--- src/rtl/axi_wr_mem.sv ---
// AXI write-only slave: accepts one AW/W pair at a time, commits the beat into a
// word-addressed memory, returns B, and exposes a registered side read port.
module axi_wr_mem #(
  parameter int          NWORDS    = 16,
  parameter logic [63:0] BASE_ADDR = 64'h0,
  localparam int         IW        = $clog2(NWORDS)
) (
  input  logic          clk,
  input  logic          rst,
  input  logic          axi_awvalid,
  output logic          axi_awready,
  input  logic [63:0]   axi_awaddr,
  input  logic          axi_wvalid,
  output logic          axi_wready,
  input  logic [255:0]  axi_wdata,
  output logic          axi_bvalid,
  input  logic          axi_bready,
  input  logic          rd_en,
  input  logic [IW-1:0] rd_addr,
  output logic [255:0]  rd_data,
  output logic [31:0]   wr_count,
  output logic [15:0]   err_count
);

  localparam int DATA_W = 256;

  logic              r_aw_held;
  logic              r_w_held;
  logic              r_bvalid;
  logic [63:0]       r_addr;
  logic [DATA_W-1:0] r_data;
  logic [DATA_W-1:0] r_mem [NWORDS];
  logic [DATA_W-1:0] r_rd_data;
  logic [31:0]       r_wr_count;
  logic [15:0]       r_err_count;

  logic              w_aw_hs;
  logic              w_w_hs;
  logic              w_commit;
  logic [64:0]       w_base;
  logic [64:0]       w_end;
  logic [64:0]       w_addr;
  logic [64:0]       w_diff;
  logic              w_in_range;
  logic [IW-1:0]     w_idx;

  function automatic logic [15:0] sat_inc16(input logic [15:0] v);
    return (v == 16'hFFFF) ? v : v + 16'd1;
  endfunction

  // Readies depend only on held state so a stalled master never sees a
  // ready that was conditioned on its own valid.
  assign axi_awready = !r_aw_held && !r_bvalid;
  assign axi_wready  = !r_w_held && !r_bvalid;
  assign w_aw_hs     = axi_awvalid && axi_awready;
  assign w_w_hs      = axi_wvalid && axi_wready;
  assign w_commit    = r_aw_held && r_w_held;

  // 65-bit window so BASE_ADDR + 32*NWORDS cannot wrap at the top of memory.
  assign w_base     = {1'b0, BASE_ADDR};
  assign w_end      = w_base + (65'(NWORDS) << 5);
  assign w_addr     = {1'b0, r_addr};
  assign w_diff     = w_addr - w_base;
  assign w_idx      = IW'(w_diff >> 5);
  assign w_in_range = (w_addr >= w_base) && (w_addr < w_end) && (r_addr[4:0] == 5'd0);

  assign axi_bvalid = r_bvalid;
  assign rd_data    = r_rd_data;
  assign wr_count   = r_wr_count;
  assign err_count  = r_err_count;

  always_ff @(posedge clk or posedge rst) begin
    if (rst) begin
      r_aw_held   <= 1'b0;
      r_w_held    <= 1'b0;
      r_bvalid    <= 1'b0;
      r_wr_count  <= 32'd0;
      r_err_count <= 16'd0;
      r_rd_data   <= '0;
    end else begin
      if (w_commit) begin
        r_aw_held <= 1'b0;
        r_w_held  <= 1'b0;
        r_bvalid  <= 1'b1;
        if (w_in_range) r_wr_count  <= r_wr_count + 32'd1;
        else            r_err_count <= sat_inc16(r_err_count);
      end else begin
        if (w_aw_hs)                r_aw_held <= 1'b1;
        if (w_w_hs)                 r_w_held  <= 1'b1;
        if (r_bvalid && axi_bready) r_bvalid  <= 1'b0;
      end
      if (rd_en) r_rd_data <= r_mem[rd_addr];
    end
  end

  // Payload registers and memory carry no reset; the held flags qualify them.
  always_ff @(posedge clk) begin
    if (w_aw_hs)                 r_addr       <= axi_awaddr;
    if (w_w_hs)                  r_data       <= axi_wdata;
    if (w_commit && w_in_range)  r_mem[w_idx] <= r_data;
  end

endmodule

--- config.mk ---
export PLATFORM = sky130hd
export DESIGN_NAME = axi_wr_mem
export DESIGN_NICKNAME = d
export VERILOG_FILES = /design/src/rtl/axi_wr_mem.sv
export SDC_FILE = /design/constraint.sdc
export NUM_CORES = 2
export LEC_CHECK = 0
export CORE_ASPECT_RATIO = 1.2
export CORE_MARGIN = 2
export CORE_UTILIZATION = 38
export DETAILED_ROUTE_END_ITERATION = 8
export MAX_ROUTING_LAYER = met4
export SYNTH_ARGS = -nofsm -noshare
export SYNTH_HDL_FRONTEND = slang
export SYNTH_SLANG_ARGS = --single-unit
--- constraint.sdc ---
create_clock -name clk -period 50.6 [get_ports clk]
set_clock_uncertainty 0.05 [all_clocks]
set_input_delay 12.65 -clock clk [delete_from_list [all_inputs] [get_ports clk]]
set_output_delay 12.65 -clock clk [all_outputs]
set_load 0.005 [all_outputs]
==> results.json <==
{
  "yosysTopAreaCell": "edfxtp_1",
  "fin_nets": 8583,
  "ff2ff_setup_slack_ns": 44.57,
  "netlist_area_um2": 175000,
  "grt_start_max_net_pins": 136,
  "fin_crit_ns": 17.14,
  "tightest_slew_ns": 1.24,
  "place_area_um2": 189000,
  "io_pins": 637,
  "portBuffers": 636,
  "synth.area.top_cells": "edfxtp_1 (76%), mux4_2 (13%), dfrtp_1 (4.4%), mux2i_1 (2.9%), o221ai_1 (1.3%)",
  "ctsResizeCount": 0,
  "die_y_um": 748,
  "crit_fanout": 110,
  "slew_headroom": 0.176,
  "grt_pass1_vias": 85520,
  "fp.dieArea_um2": 467000,
  "endpoint_kind": "register",
  "r2r-end": "r_mem[8][139]",
  "cts_tree": "built",
  "instances_no_fill": 14726,
  "drive_above_1_share": 0.223,
  "holdPathStages": 1,
  "cts-root-buf": "clkbuf_16",
  "power_uw": 8490,
  "worst_r2r_startpoint": "r_addr[1]",
  "min_from": "wr_count[31]",
  "final_max_slew_viol_count": 0,
  "cts_max_level": 5,
  "overflow": 0,
  "syn2layout_area_growth_pct": 16.6,
  "fmax_ghz": 0.0583,
  "post_cts_buffers": 0,
  "setup_violations": 0,
  "fin_util": 0.445,
  "core-area_um2": 460000,
  "status": "finished clean",
  "hold_viol": 0,
  "synth_nets": 7697,
  "rsz0062_at_grt": "no",
  "required_ns": 51.43,
  "drt_iter0_drc": 8017,
  "p_per_area_nw_per_um2": 41.5,
  "fillers": 38287,
  "final_area_um2": 205000,
  "vias": 80817,
  "clk_pin_slew_ns": 0.07,
  "worstSetupStartpointType": "input pin",
  "synth_seq_area_share": 0.800,
  "die_w_um": 624,
  "maxCapViolCount": 0,
  "floorplan.rows": 273,
  "worstHoldPathType": "reg -> reg",
  "yosys_register_bits": 4723,
  "cts_made_buffers": 448,
  "grt_pass1_wl_um": 620000,
  "synth_enable_flop_cells": 4416,
  "clk_path_buf_depth": 4,
  "yosys.area.top_type_share": 0.756,
  "drtPass1Iterations": 7,
  "ir_drop_v": 0.0000415,
  "crit_end": "rd_data[129]",
  "start_util": 0.381,
  "avgViaCountPerCell": 5.49,
  "startpoint": "rd_addr[0]",
  "synth_flop_cell": "edfxtp_1",
  "synth.avg_cell_area_um2": 23.8,
  "p_leak_uw": 0.0655,
  "cts_hold_buf": 0,
  "arrival_ns": 17.97,
  "cts.sinks": 4723,
  "synth.distinct_cells": 40,
  "routabilityCongestion": 0.760,
  "period_share": 0.339,
  "drcViolationCount": 0,
  "tns_ns": 0,
  "ys.warnings.count": 0,
  "syn_inst": 7365,
  "finalWirelength_um": 438000,
  "dpl.hpwl_um": 223000,
  "path_class": "in -> reg",
  "placed_cells": 13851,
  "antenna_found_initial": 55,
  "synth_common_cells": "edfxtp_1 (4416), mux4_2 (1024), mux2i_1 (512)",
  "yosysMostFrequentCell": "edfxtp_1",
  "wl_per_cell_um": 29.7,
  "clk_latency_ns": 1.05,
  "async_reset_ff_frac": 0.0650,
  "grt.total_usage": 0.189,
  "ant_nets": 0,
  "reg2reg_depth": 10
}
## worst max-delay path: stages
cell and delay, ns:
buf_16 0.33, buf_4 0.67, buf_4 0.69, buf_12 0.59, buf_12 0.73, buf_4 0.96
mux4_2 0.62, mux2i_1 0.20, o221ai_1 0.15
## registers in the layout, summed over array words and instances, names as in the netlist
| name | cells |
|---|---|
| axi_bvalid | 1 |
| r_addr | 64 |
| r_mem | 4096 |
| rd_data | 256 |
| r_aw_held | 1 |
| wr_count | 32 |
| r_data | 256 |
| r_w_held | 1 |
| err_count | 16 |
## routing by layer
metal	GRT usage	up-vias	routed length, um
met3	0.0319	674	28700
met4	0.0593	0	13800
met2	0.313	2908	220000
met1	0.239	44155	175000
li1	-	33080	-
met5	-	-	0
## cell type report
class / count / area (um^2) / area share
Tap cell: 6050 / 7570 / 0.0370
Timing Repair Buffer: 814 / 8020 / 0.0392
Clock buffer: 625 / 12500 / 0.0610
Inverter: 13 / 56.3 / 0.000275
Clock inverter: 217 / 2510 / 0.0123
Multi-Input combinational cell: 2251 / 33500 / 0.164
Sequential cell: 4723 / 140000 / 0.686
Antenna cell: 33 / 82.6 / 0.000404
## placed cells by master (no fill, tap or decap), types with 23 or more instances in the layout
cell type,synthesis,routed
edfxtp_1,4416,4416
mux4_2,1024,1024
clkdlybuf4s50_1,0,632
mux2i_1,512,512
clkbuf_16,0,451
dfrtp_1,307,307
nand2b_1,259,258
o221ai_1,256,256
buf_4,12,155
clkbuf_1,192,120
clkinv_2,0,96
clkbuf_8,0,54
bufinv_16,0,39
clkinv_1,0,39
diode_2,0,33
xnor2_1,25,25
buf_12,0,23
## power by group
| group | internal [uW] | switching (uW) | total, uW | leakage [uW] |
|---|---|---|---|---|
| sequential | 4500 | 190 | 4690 | 0.0436 |
| clock | 1930 | 1470 | 3400 | 0.00732 |
| combinational | 188 | 211 | 399 | 0.0145 |
| total | 6620 | 1870 | 8490 | 0.0655 |
## worst min-delay path by stage
stage,endpoint,slack (ns)
2_1_floorplan,wr_count[31],0.41
3_3_place_gp,wr_count[31],0.42
3_5_place_dp,wr_count[31],0.43
4_1_cts,wr_count[31],0.44
5_1_grt,wr_count[31],0.47
6_report,wr_count[31],0.44
## per-stage QoR
| step | worst slack (ns) | hold slack [ns] |
|---|---|---|
| after detailed placement | 32.03 | 0.428 |
| final | 33.46 | 0.437 |
| after CTS | 33.19 | 0.440 |
| after global routing | 32.82 | 0.466 |
| after floorplan | 21.63 | 0.415 |
| after global placement | 32.08 | 0.422 |
## kinds of logic after synthesis
group	Yosys count	share of synthesized area
AO/OA/AOI/OAI	260	0.0129
XOR/XNOR	46	0.00230
adder cells (fa/ha/maj)	2	0.000143
buffers and inverters	391	0.00950
flip-flops	4723	0.800
multiplexers	1538	0.161
AND/OR/NAND/NOR	405	0.0143
Note: power is estimated with default switching activity, not from simulation.
